`src/rtl/dev_inbuf_fifo_pkg.sv`:
```
// Shared types and width helpers for the input buffer FIFO.
// Pointer and level widths derive from DEPTH so every file sizes them the same way.
package dev_inbuf_fifo_pkg;

  typedef logic [7:0] byte_t;

  // Pointer carries one extra bit beyond the index to tell full from empty.
  function automatic int ptr_w(input int depth);
    return $clog2(depth) + 1;
  endfunction

  function automatic int lvl_w(input int depth);
    return $clog2(depth + 1);
  endfunction

endpackage

```
`src/rtl/dev_inbuf_fifo_if.sv`:
```
// Bus between the input buffer FIFO and its producer/consumer.
// The master drives strobes and write data; the slave (the FIFO) drives data_out and status.
interface dev_inbuf_fifo_if #(
  parameter int WIDTH = 8,
  parameter int DEPTH = 16
);
  import dev_inbuf_fifo_pkg::*;

  localparam int LVL_W = lvl_w(DEPTH);

  // push_back/pop_front are single-cycle strobes sampled on the rising edge.
  // A push is taken unless the FIFO is full with no pop taken the same edge;
  // a pop is taken only when not empty. Status outputs are registered and
  // reflect the result of the previous edge; data_out is the head word (FWFT).
  logic             push_back;
  logic [WIDTH-1:0] data_in;
  logic             pop_front;
  logic             flush;
  logic             clr_err;
  logic [WIDTH-1:0] data_out;
  logic             empty;
  logic             full;
  logic [LVL_W-1:0] level;
  logic             almost_full;
  logic             overflow;
  logic             underflow;

  modport master (
    output push_back, data_in, pop_front, flush, clr_err,
    input  data_out, empty, full, level, almost_full, overflow, underflow
  );

  modport slave (
    input  push_back, data_in, pop_front, flush, clr_err,
    output data_out, empty, full, level, almost_full, overflow, underflow
  );

endinterface

```
`src/rtl/dev_inbuf_fifo_ptr_ctrl.sv`:
```
// Pointer, level and status-flag control for the input buffer FIFO.
// Independent of word width; the top owns the storage array.
module dev_inbuf_fifo_ptr_ctrl
  import dev_inbuf_fifo_pkg::*;
#(
  parameter  int DEPTH        = 16,
  parameter  int AFULL_THRESH = DEPTH - 2,
  localparam int PTR_W        = ptr_w(DEPTH),
  localparam int IDX_W        = PTR_W - 1,
  localparam int LVL_W        = lvl_w(DEPTH)
) (
  input  logic             clk,
  input  logic             rst_n,
  input  logic             push_i,
  input  logic             pop_i,
  input  logic             flush_i,
  input  logic             clr_err_i,
  output logic             we_o,
  output logic [IDX_W-1:0] wr_idx_o,
  output logic [IDX_W-1:0] rd_idx_o,
  output logic             empty_o,
  output logic             full_o,
  output logic [LVL_W-1:0] level_o,
  output logic             afull_o,
  output logic             ovf_o,
  output logic             udf_o
);

  if (DEPTH < 2 || (DEPTH & (DEPTH - 1)) != 0) begin : g_bad_depth
    $error("dev_inbuf_fifo: DEPTH must be a power of two >= 2");
  end
  if (AFULL_THRESH < 1 || AFULL_THRESH > DEPTH) begin : g_bad_thresh
    $error("dev_inbuf_fifo: AFULL_THRESH must be in 1..DEPTH");
  end

  localparam logic [PTR_W-1:0] FULL_XOR  = {1'b1, {IDX_W{1'b0}}};
  localparam logic [LVL_W-1:0] THRESH_LV = LVL_W'(AFULL_THRESH);

  logic [PTR_W-1:0] wr_q, wr_d, rd_q, rd_d;
  logic [LVL_W-1:0] level_q, level_d;
  logic             empty_q, empty_d, full_q, full_d, afull_q, afull_d;
  logic             ovf_q, ovf_d, udf_q, udf_d;
  logic             push_ok, pop_ok, ovf_set, udf_set;

  always_comb begin
    pop_ok  = pop_i && !empty_q && !flush_i;
    // A full FIFO still takes a push when the head leaves on the same edge.
    push_ok = push_i && (!full_q || pop_ok) && !flush_i;
    ovf_set = push_i && !push_ok && !flush_i;
    udf_set = pop_i && empty_q && !flush_i;

    wr_d    = wr_q + PTR_W'(push_ok);
    rd_d    = rd_q + PTR_W'(pop_ok);
    level_d = level_q + LVL_W'(push_ok) - LVL_W'(pop_ok);
    if (flush_i) begin
      wr_d    = '0;
      rd_d    = '0;
      level_d = '0;
    end

    empty_d = (wr_d == rd_d);
    full_d  = ((wr_d ^ rd_d) == FULL_XOR);
    afull_d = (level_d >= THRESH_LV);
    // A new error on the same edge as clr_err keeps the flag set.
    ovf_d   = ovf_set || (ovf_q && !clr_err_i);
    udf_d   = udf_set || (udf_q && !clr_err_i);
  end

  always_ff @(posedge clk or negedge rst_n) begin
    if (!rst_n) begin
      wr_q    <= '0;
      rd_q    <= '0;
      level_q <= '0;
      empty_q <= 1'b1;
      full_q  <= 1'b0;
      afull_q <= 1'b0;
      ovf_q   <= 1'b0;
      udf_q   <= 1'b0;
    end else begin
      wr_q    <= wr_d;
      rd_q    <= rd_d;
      level_q <= level_d;
      empty_q <= empty_d;
      full_q  <= full_d;
      afull_q <= afull_d;
      ovf_q   <= ovf_d;
      udf_q   <= udf_d;
    end
  end

  assign we_o     = push_ok;
  assign wr_idx_o = wr_q[IDX_W-1:0];
  assign rd_idx_o = rd_q[IDX_W-1:0];
  assign empty_o  = empty_q;
  assign full_o   = full_q;
  assign level_o  = level_q;
  assign afull_o  = afull_q;
  assign ovf_o    = ovf_q;
  assign udf_o    = udf_q;

endmodule

```
`src/rtl/dev_inbuf_fifo.sv`:
```
// First-word-fall-through input buffer: storage array plus pointer/flag control.
// data_out is the combinational read of the head entry, forced to 0 while empty.
module dev_inbuf_fifo
  import dev_inbuf_fifo_pkg::*;
#(
  parameter  int WIDTH        = $bits(byte_t),
  parameter  int DEPTH        = 16,
  parameter  int AFULL_THRESH = DEPTH - 2,
  localparam int IDX_W        = ptr_w(DEPTH) - 1,
  localparam int LVL_W        = lvl_w(DEPTH)
) (
  input  logic              clk,
  input  logic              rst_n,
  dev_inbuf_fifo_if.slave   bus
);

  logic             we;
  logic [IDX_W-1:0] wr_idx, rd_idx;
  logic             empty, full, afull, ovf, udf;
  logic [LVL_W-1:0] level;

  dev_inbuf_fifo_ptr_ctrl #(
    .DEPTH        (DEPTH),
    .AFULL_THRESH (AFULL_THRESH)
  ) u_ptr_ctrl (
    .clk       (clk),
    .rst_n     (rst_n),
    .push_i    (bus.push_back),
    .pop_i     (bus.pop_front),
    .flush_i   (bus.flush),
    .clr_err_i (bus.clr_err),
    .we_o      (we),
    .wr_idx_o  (wr_idx),
    .rd_idx_o  (rd_idx),
    .empty_o   (empty),
    .full_o    (full),
    .level_o   (level),
    .afull_o   (afull),
    .ovf_o     (ovf),
    .udf_o     (udf)
  );

  // Storage is deliberately not reset so it maps onto plain RAM.
  logic [WIDTH-1:0] mem_q [DEPTH];

  always_ff @(posedge clk) begin
    if (we) begin
      mem_q[wr_idx] <= bus.data_in;
    end
  end

  assign bus.data_out    = empty ? '0 : mem_q[rd_idx];
  assign bus.empty       = empty;
  assign bus.full        = full;
  assign bus.level       = level;
  assign bus.almost_full = afull;
  assign bus.overflow    = ovf;
  assign bus.underflow   = udf;

endmodule
```
`src/flat_wrapper.sv`:
```
// flat-port wrapper written by rule: the top's interface ports become plain ports
module dev_inbuf_fifo_flat import dev_inbuf_fifo_pkg::*;
#(
  parameter  int WIDTH        = $bits(byte_t),
  parameter  int DEPTH        = 16,
  parameter  int AFULL_THRESH = DEPTH - 2,
  localparam int IDX_W        = ptr_w(DEPTH) - 1,
  localparam int LVL_W        = lvl_w(DEPTH)
)
  (clk, rst_n, bus_push_back, bus_data_in, bus_pop_front, bus_flush, bus_clr_err, bus_data_out, bus_empty, bus_full, bus_level, bus_almost_full, bus_overflow, bus_underflow);
  dev_inbuf_fifo_if #(.WIDTH(WIDTH), .DEPTH(DEPTH)) bus_i ();
  input  logic clk;
  input  logic rst_n;
  input wire logic [$bits(bus_i.push_back)-1:0] bus_push_back;
  input wire logic [$bits(bus_i.data_in)-1:0] bus_data_in;
  input wire logic [$bits(bus_i.pop_front)-1:0] bus_pop_front;
  input wire logic [$bits(bus_i.flush)-1:0] bus_flush;
  input wire logic [$bits(bus_i.clr_err)-1:0] bus_clr_err;
  output wire logic [$bits(bus_i.data_out)-1:0] bus_data_out;
  output wire logic [$bits(bus_i.empty)-1:0] bus_empty;
  output wire logic [$bits(bus_i.full)-1:0] bus_full;
  output wire logic [$bits(bus_i.level)-1:0] bus_level;
  output wire logic [$bits(bus_i.almost_full)-1:0] bus_almost_full;
  output wire logic [$bits(bus_i.overflow)-1:0] bus_overflow;
  output wire logic [$bits(bus_i.underflow)-1:0] bus_underflow;
  assign bus_i.push_back = bus_push_back;
  assign bus_i.data_in = bus_data_in;
  assign bus_i.pop_front = bus_pop_front;
  assign bus_i.flush = bus_flush;
  assign bus_i.clr_err = bus_clr_err;
  assign bus_data_out = bus_i.data_out;
  assign bus_empty = bus_i.empty;
  assign bus_full = bus_i.full;
  assign bus_level = bus_i.level;
  assign bus_almost_full = bus_i.almost_full;
  assign bus_overflow = bus_i.overflow;
  assign bus_underflow = bus_i.underflow;
  dev_inbuf_fifo #(.WIDTH(WIDTH), .DEPTH(DEPTH), .AFULL_THRESH(AFULL_THRESH)) u_core (.clk(clk), .rst_n(rst_n), .bus(bus_i));
endmodule
```
`config.mk`:
```
export PLATFORM = sky130hd
export DESIGN_NAME = dev_inbuf_fifo_flat
export DESIGN_NICKNAME = d
export VERILOG_FILES = /design/src/rtl/dev_inbuf_fifo_pkg.sv /design/src/rtl/dev_inbuf_fifo_if.sv /design/src/rtl/dev_inbuf_fifo_ptr_ctrl.sv /design/src/rtl/dev_inbuf_fifo.sv /design/src/flat_wrapper.sv
export SDC_FILE = /design/constraint.sdc
export NUM_CORES = 1
export LEC_CHECK = 0
export ABC_AREA = 1
export CAP_MARGIN = 20
export CORE_ASPECT_RATIO = 0.75
export CORE_MARGIN = 8
export CORE_UTILIZATION = 40
export DETAILED_ROUTE_END_ITERATION = 10
export MAX_ROUTING_LAYER = met4
export PLACE_DENSITY_LB_ADDON = 0.08
export SLEW_MARGIN = 20
export SYNTH_ARGS = -nofsm -noshare
export SYNTH_HDL_FRONTEND = slang
export SYNTH_HIERARCHICAL = 1
export SYNTH_SLANG_ARGS = --single-unit
```
`constraint.sdc`:
```
create_clock -name clk -period 5.1 [get_ports clk]
set_input_delay 0.765 -clock clk [delete_from_list [all_inputs] [get_ports clk]]
set_output_delay 0.765 -clock clk [all_outputs]
set_load 0.01 [all_outputs]
```
==> metrics, run 1 <==
status=complete, no violations; Post-CTS Setup Bufs=0; Final Max Tran Viols=0; vias in the first global route=4329; register area=~4300 um^2; Synth Warn #=6; max_slew headroom=41.0%; number of remaining DRC errors=0; clock sink count=148; Fin. Hold Viols=0; CTS-repair resized insts=0; Synthesized Nets=710; sw power=0.686 mW; Non-Filler Instances=934; Max Root-Sink Buffers=2; Worst Hold Class=primary input to async pin; Seq/Total Area, Yosys=64.3%; P_int=2.27 mW; most used cell, CP=nand2_1; CP Max Fanout=37; Area Overhead vs Synth=14.8%; Startpoint Class=register; Clk pin slew, worst setup/hold paths=0.06 ns; root buf cell=clkbuf_16; CP Capture Type=output port; ratio of cells with drive above 1 in the final layout=6.95%; Core Rows=41; Yosys reg bits=148; detailed-route vias per instance=4.90; CTS tree=yes; Gate power share=around 10%; Detailed Place HPWL=10400 um; Max IR drop VDD=241 uV; Post-synth top flop=edfxtp_1; highest-count cells in the layout ignoring fill and taps=nand2_1 (230), edfxtp_1 (128), inv_1 (97); drt total wl=16000 um; via count=roughly 4600; Unique masters post-synth=25; first-pass GRT wire length=about 25000 um; critical path type=register to output port; Slew @ Worst Pin=0.882 ns; top cell type's share of synthesized area=between 50% and 60%; cell-by-cell trace of the critical path=buf_4 > nand2_1 > nand2_1 > nand2_1 > nand3_1 > nand3_1 > a21oi_1 > clkdlybuf4s50_1; largest net degree at the start of global routing=39; footprint of the multi-input gates=1810 um^2; Final setup viols=0; Clock Latency Late Sink=0.42 ns; synthesized area per cell=approximately 10 um^2; worst setup margin=~1.3 ns; CTS Buf Count=17; pre-CTS WS=1.07 ns; Final Skew=0.00499 ns; Mapped Area=6760 um^2; hold-fix buffer count after cts=0; slowest stage cell, crit path=dfrtp_2; Post-Synthesis Cells=between 600 and 700; Overall Global Routing Usage=15.8%; Cell Count Post-Placement=903; RSZ-0062 raised after global routing=false; Detailed Route Iter0 Violations=338; WL per Instance=approximately 17 um; Flop pwr share=approximately 46%; Initial Utilization=around two fifths; Ant. Diodes=0; sw frac=23.2%; cell area power density=381 nW/um^2; H-tree Lvls=4; metal3 WL=948 um; FFs w/ async S/R, synth=13.5%; IO Port Bufs=31; met2 WL=6950 um; GRT Residual Overflow=0; GP Congestion=slightly below 0.8; Post-synth EDFFs=128; Final ANT Viol Nets=0; core area=approximately 17000 um^2; Sum Neg Setup Slack=0 ns; met1 wire length=7850 um; CP peak stage delay=approximately 0.84 ns; Total Power=2.96 mW; Max Cap Viol=0; die area=21400 um^2; Tmin final=between 3 and 4 ns; chip width=166 um; top sig layer=met4; Die Height=~130 um; power share of the clock group=between 40% and 50%; P_leak=between 3 and 4 nW; TritonRoute pass-1 iters=5; Critical Path RT=between 4 and 5 ns; Synth area leaders=edfxtp_1 (57%), nand2_1 (13%), dfrtp_1 (7.0%); fmax=around 260 MHz; area leader, netlist=edfxtp_1; nets@finish=731; Crit path arrival time=about 3 ns; commonest non-fill, non-tap cell in the layout=nand2_1; initial antenna violation count=0; # fillers=between 1500 and 2000; io pins=32; final worst-path cycle share=74.8%
## worst max-delay path: cells and delay by family, from the launching register on
family                 cells  cell delay [ns]
and+or+nand+nor            5             0.52
DFF                        1             0.84
AOI/OAI and AO/OA          1             0.23
buffers and inverters      2             1.02
## cell families after synthesis
family	count (synthesis)	synth area share (%)
adders and majority gates	10	1.96
xor gates and xnor gates	2	0.259
DFF	148	64.3
buffers and inverters	135	8.97
and+or+nand+nor	375	23.2
AOI/OAI and AO/OA	16	1.31
## power groups by stage
stage / sequential (mW) / clock (mW) / combinational [mW]
after floorplan: 1.39 / 0 / 0.173
after global placement: 1.40 / 0 / 0.295
after detailed placement: 1.40 / 0 / 0.294
after CTS: 1.37 / 1.32 / 0.295
after global routing: 1.38 / 1.36 / 0.332
final: 1.37 / 1.30 / 0.292
## cells in the mapped netlist, types with 3 or more instances
master / instances
dfrtp_1: 19
inv_2: 3
nand2_1: 230
a21oi_1: 9
nor2_1: 38
nand3_1: 93
inv_1: 97
buf_4: 9
buf_6: 6
o21ai_0: 4
buf_2: 17
nand3b_1: 3
edfxtp_1: 128
nand4_1: 5
ha_1: 9
## flip-flops by register name, summed over array words and instances, names as in the netlist
register / flops
u_core/mem_q: 128
u_core/u_ptr_ctrl/afull_o: 1
u_core/u_ptr_ctrl/empty_o: 1
u_core/u_ptr_ctrl/full_o: 1
u_core/u_ptr_ctrl/level_o: 5
u_core/u_ptr_ctrl/ovf_o: 1
u_core/u_ptr_ctrl/rd_q: 5
u_core/u_ptr_ctrl/udf_o: 1
u_core/u_ptr_ctrl/wr_q: 5
## routing by layer
metal	vias up	track usage (%)
li1	2256	-
met1	2165	21.2
met2	140	23.5
met3	20	3.49
met4	0	5.17
met5	-	-
## cell type report
class / count / share of cell area (%)
inverter: 100 / 4.84
clock buffer: 17 / 5.48
tap: 215 / 3.47
timing repair buffer: 37 / 4.51
clock inverter: 14 / 2.40
multi-input combinational: 403 / 23.3
sequential: 148 / 56.0
## metrics by stage
step	utilization, %	hold WS, ns	area (um^2)
3_5_place_dp	42.9	0.531	7160
6_report	46.6	0.297	7760
4_1_cts	46.6	0.541	7770
5_1_grt	46.6	0.334	7760
3_3_place_gp	42.9	0.516	7160
2_1_floorplan	-	0.469	6760
## final timing paths
check / startpoint / end / slack, ns / cells past startpoint
worst max-delay path: u_core/u_ptr_ctrl/rd_q[0] / bus_data_out[1] / 1.28 / 8
worst min-delay path: rst_n / u_core/u_ptr_ctrl/rd_q[4] / 0.30 / 1
worst max register to register: u_core/u_ptr_ctrl/empty_o / u_core/u_ptr_ctrl/afull_o / 2.49 / 13
worst min register to register: u_core/u_ptr_ctrl/udf_o / u_core/u_ptr_ctrl/udf_o / 0.54 / 2
max in group asynchronous: rst_n / u_core/u_ptr_ctrl/rd_q[0] / 4.44 / 1
min in group clk: u_core/u_ptr_ctrl/udf_o / u_core/u_ptr_ctrl/udf_o / 0.54 / 2
No activity file was read; power rests on OpenSTA's default activity.
==> inputs of run 2 (changes only) <==
- clock period: 5.1 -> 3.9 ns (I/O delays scaled with it)
==> run 2 against run 1 <==
Compared with the run above: hold slack worse by 0.17 ns; setup slack worse by 0.77 ns; design area up 1.2%; sequential share of layout area down 0.69 points; combinational power up 31%; clock skew up 0.0050 ns; clock power up 39%; via count down 1.1%; register-to-register slack worse by 1.1 ns; global-route usage up 0.51 points; sequential cell count unchanged; critical path type unchanged; largest cell class unchanged.
==> metrics, run 2 (synthesized netlist as in run 1, its figures left out) <==
status=complete, no violations; Max IR drop VDD=265 uV; GP Congestion=0.785; drt total wl=16100 um; via count=4532; Worst Hold Class=primary input to async pin; initial antenna violation count=0; commonest non-fill, non-tap cell in the layout=nand2_1; clock sink count=148; io pins=32; die area=roughly 21000 um^2; buffer and inverter count on the worst path=3; Fin. Hold Viols=0; ratio of cells with drive above 1 in the final layout=between 7 and 8%; root buf cell=clkbuf_16; IO Port Bufs=31; design area=7860 um^2; CP Max Fanout=34; core area=between 15000 and 20000 um^2; metal3 WL=818 um; cell-by-cell trace of the critical path=inv_2 > buf_12 > nand2_1 > nand2_1 > nand2_1 > nand3_1 > nand3_1 > a21oi_1 > clkdlybuf4s50_1; Crit path arrival time=2.80 ns; most used cell, CP=nand2_1; critical path type=register to output port; top sig layer=met4; Overall Global Routing Usage=16.3%; Tmin final=3.39 ns; Startpoint Class=register; nets@finish=736; max_slew headroom=43.0%; Detailed Place HPWL=just over 10000 um; Initial Utilization=40.6%; P_leak=around 3.3 nW; fmax=295 MHz; CTS Buf Count=17; chip width=166 um; Area Overhead vs Synth=16.2%; CTS-repair resized insts=0; highest-count cells in the layout ignoring fill and taps=nand2_1 (230), edfxtp_1 (128), inv_1 (97); Clock Latency Late Sink=0.42 ns; slowest stage cell, crit path=clkdlybuf4s50_1; H-tree Lvls=4; Max Cap Viol=0; final worst-path cycle share=slightly below 90%; RSZ-0062 raised after global routing=false; Clk pin slew, worst setup/hold paths=about 0.06 ns; Max Root-Sink Buffers=2; Largest register FFs=128; vias in the first global route=4530; kind of cell adding the most delay to the critical path=buffers and inverters; Critical Path RT=3.31 ns; Final setup viols=0; Sum Neg Setup Slack=0 ns; CP Capture Type=output port; Core Rows=a little over 40; met2 WL=6990 um; Final Max Tran Viols=0; Ant. Diodes=0; placed cell area=between 7000 and 8000 um^2; number of remaining DRC errors=0; CP peak stage delay=0.60 ns; largest net degree at the start of global routing=66; cell area power density=around 500 nW/um^2; CTS tree=yes; Detailed Route Iter0 Violations=between 300 and 400; Slew @ Worst Pin=0.852 ns; Final Skew=approximately 0.01 ns; first-pass GRT wire length=25600 um; Post-CTS Setup Bufs=0; GRT Residual Overflow=0; TritonRoute pass-1 iters=5; detailed-route vias per instance=4.82; hold-fix buffer count after cts=0; Reg with most FFs=u_core/mem_q; Die Height=129 um; met1 wire length=around 8100 um; Final ANT Viol Nets=0; WL per Instance=17.1 um
## run 2: routing by layer
| metal | GRT usage, % | vias up |
|---|---|---|
| li1 | - | 2258 |
| met3 | 3.49 | 8 |
| met2 | 23.5 | 111 |
| met1 | 22.6 | 2155 |
| met5 | - | - |
| met4 | 5.44 | 0 |
## run 2: stage by stage
step	worst slack, ns	instances	power (mW)	hold slack [ns]	util, %
2_1_floorplan	1.29	686	2.04	0.289	-
3_3_place_gp	0.571	908	2.21	0.511	43.2
3_5_place_dp	0.520	908	2.21	0.524	43.2
4_1_cts	0.482	940	4.02	0.533	47.2
5_1_grt	0.296	940	4.13	0.157	47.1
6_report	0.514	940	3.98	0.130	47.1
## run 2: worst register-to-register path, stage by stage (launching register included)
cell      delay [ns]
dfstp_2         0.76
nor2_1          0.13
ha_1            0.29
inv_1           0.05
ha_1            0.15
inv_1           0.06
fa_1            0.41
nand3b_1        0.17
nand2_1         0.07
inv_1           0.04
nor2_1          0.08
nor2_1          0.05
nand2_1         0.07
o21ai_0         0.07
## run 2: area by class of cell
class,count,area [um^2]
multi-input combinational,403,1810
tap,215,269
sequential,148,4350
fill,1556,8810
clock inverter,12,201
clock buffer,20,457
timing repair buffer,42,400
inverter,100,375
## run 2: worst paths after layout
kind,from,endpoint,slack [ns],cells after the start
min,rst_n,u_core/u_ptr_ctrl/full_o,0.13,1
max,u_core/u_ptr_ctrl/rd_q[0],bus_data_out[3],0.51,9
min in group clk,u_core/u_ptr_ctrl/udf_o,u_core/u_ptr_ctrl/udf_o,0.53,2
max reg2reg,u_core/u_ptr_ctrl/empty_o,u_core/u_ptr_ctrl/afull_o,1.38,13
min reg2reg,u_core/u_ptr_ctrl/udf_o,u_core/u_ptr_ctrl/udf_o,0.53,2
max in group asynchronous,rst_n,u_core/u_ptr_ctrl/rd_q[0],3.39,1
## run 2: where the power goes
part | internal (mW) | switching (mW)
clock network | 1.17 | 0.637
logic | 0.154 | 0.229
registers | 1.76 | 0.0299
total | 3.08 | 0.896
==> inputs of run 3 (changes only) <==
- CORE_MARGIN: 8 -> not set
==> run 3 against run 2 <==
Compared with the run above: clock power down 4%; critical path type unchanged; sequential cell count unchanged; via count up 1.2%; sequential share of layout area up 0.11 points; critical path depth unchanged; clock skew up 0.0035 ns; non-clock buffer count up 3.
==> metrics, run 3 (synthesized netlist as in run 1, its figures left out) <==
status=complete, no violations; Area Overhead vs Synth=16.0%; Max Cap Viol=0; post-layout util=48.2%; critical path type=register to output port; commonest non-fill, non-tap cell in the layout=nand2_1; Critical Path RT=roughly 3.3 ns; worst setup margin=between 0.6 and 0.7 ns; Core Rows=40; clock sink count=roughly 150; GP Congestion=0.786; fmax=307 MHz; TritonRoute pass-1 iters=5; Initial Utilization=between 40% and 50%; io pins=32; Max Root-Sink Buffers=2; cell area power density=497 nW/um^2; first-pass GRT wire length=24800 um; met1 wire length=7650 um; Cell Count Post-Placement=906; detailed-route vias per instance=4.89; Clk pin slew, worst setup/hold paths=about 0.060 ns; CTS Buf Count=17; CP Max Fanout=47; max_slew headroom=38.2%; via count=4588; Non-Filler Instances=938; P_leak=3.30 nW; Detailed Route Iter0 Violations=357; Tmin final=3.26 ns; final worst-path cycle share=83.6%; root buf cell=clkbuf_16; ratio of cells with drive above 1 in the final layout=7.28%; Die Height=115 um; top sig layer=met4; CTS-repair resized insts=0; drt total wl=15500 um; WL per Instance=16.5 um; Overall Global Routing Usage=20.1%; design area=slightly below 8000 um^2; Worst Hold Class=register to register; Slew @ Worst Pin=0.924 ns; Post-CTS Setup Bufs=0; Max IR drop VDD=310 uV; CP Capture Type=output port; Sum Neg Setup Slack=0 ns; placed cell area=7220 um^2; # fillers=1474; GRT Residual Overflow=0; chip width=152 um; largest net degree at the start of global routing=48; pre-CTS WS=0.455 ns; Final Max Tran Viols=0; min-delay src=u_core/u_ptr_ctrl/udf_o; RR Startpoint=u_core/u_ptr_ctrl/empty_o; Startpoint Class=register; H-tree Lvls=4; Final setup viols=0; Total Power=3.90 mW; Final Skew=roughly 0.014 ns; metal3 WL=just over 800 um; Final ANT Viol Nets=0; Detailed Place HPWL=10000 um; Clock Latency Late Sink=0.43 ns; Ant. Diodes=0; Crit path arrival time=2.68 ns; initial antenna violation count=0; RSZ-0062 raised after global routing=false; die area=about 17000 um^2; Reg with most FFs=u_core/mem_q; highest-count cells in the layout ignoring fill and taps=nand2_1 (230), edfxtp_1 (128), inv_1 (97); number of remaining DRC errors=0; Fin. Hold Viols=0; Worst Setup SP=u_core/u_ptr_ctrl/rd_q[0]; CTS tree=yes; core area=16300 um^2; Largest register FFs=128; flop-to-flop setup slack=1.29 ns; IO Port Bufs=31; final hold slack=0.532 ns; vias in the first global route=4494; met2 WL=around 6800 um; nets@finish=739; hold-fix buffer count after cts=0
-- run 3: layout make-up --
| class | instances | area, um^2 | area share (%) |
|---|---|---|---|
| multi-input combinational | 403 | 1810 | 23.1 |
| inverter | 100 | 375 | 4.79 |
| clock buffer | 19 | 433 | 5.52 |
| timing repair buffer | 45 | 428 | 5.46 |
| sequential | 148 | 4350 | 55.4 |
| clock inverter | 13 | 188 | 2.39 |
| tap | 210 | 263 | 3.35 |
-- run 3: final timing paths --
check,cells after the start,to
max,9,bus_data_out[5]
min,2,u_core/u_ptr_ctrl/udf_o
max reg2reg,13,u_core/u_ptr_ctrl/afull_o
min reg2reg,2,u_core/u_ptr_ctrl/udf_o
max in group asynchronous,1,u_core/u_ptr_ctrl/rd_q[0]
min in group asynchronous,1,u_core/u_ptr_ctrl/wr_q[4]
-- run 3: routing by layer --
layer	GRT usage (%)	vias to the layer above
met3	4.96	26
met2	30.5	119
met5	-	-
met4	6.67	0
met1	26.5	2172
li1	-	2271
-- run 3: critical path: stages, from the launching register on --
cell and delay (ns):
dfrtp_2 0.41, inv_2 0.27, buf_12 0.28, nand2_1 0.08
nand2_1 0.07, nand2_1 0.05, nand3_1 0.09, nand3_1 0.13
a21oi_1 0.26, clkdlybuf4s50_1 0.58
-- run 3: power breakdown --
group | switching [mW] | leakage, nW | internal [mW]
Combinational | 0.227 | 1.58 | 0.157
Sequential | 0.0299 | 1.42 | 1.76
Clock | 0.609 | 0.301 | 1.12
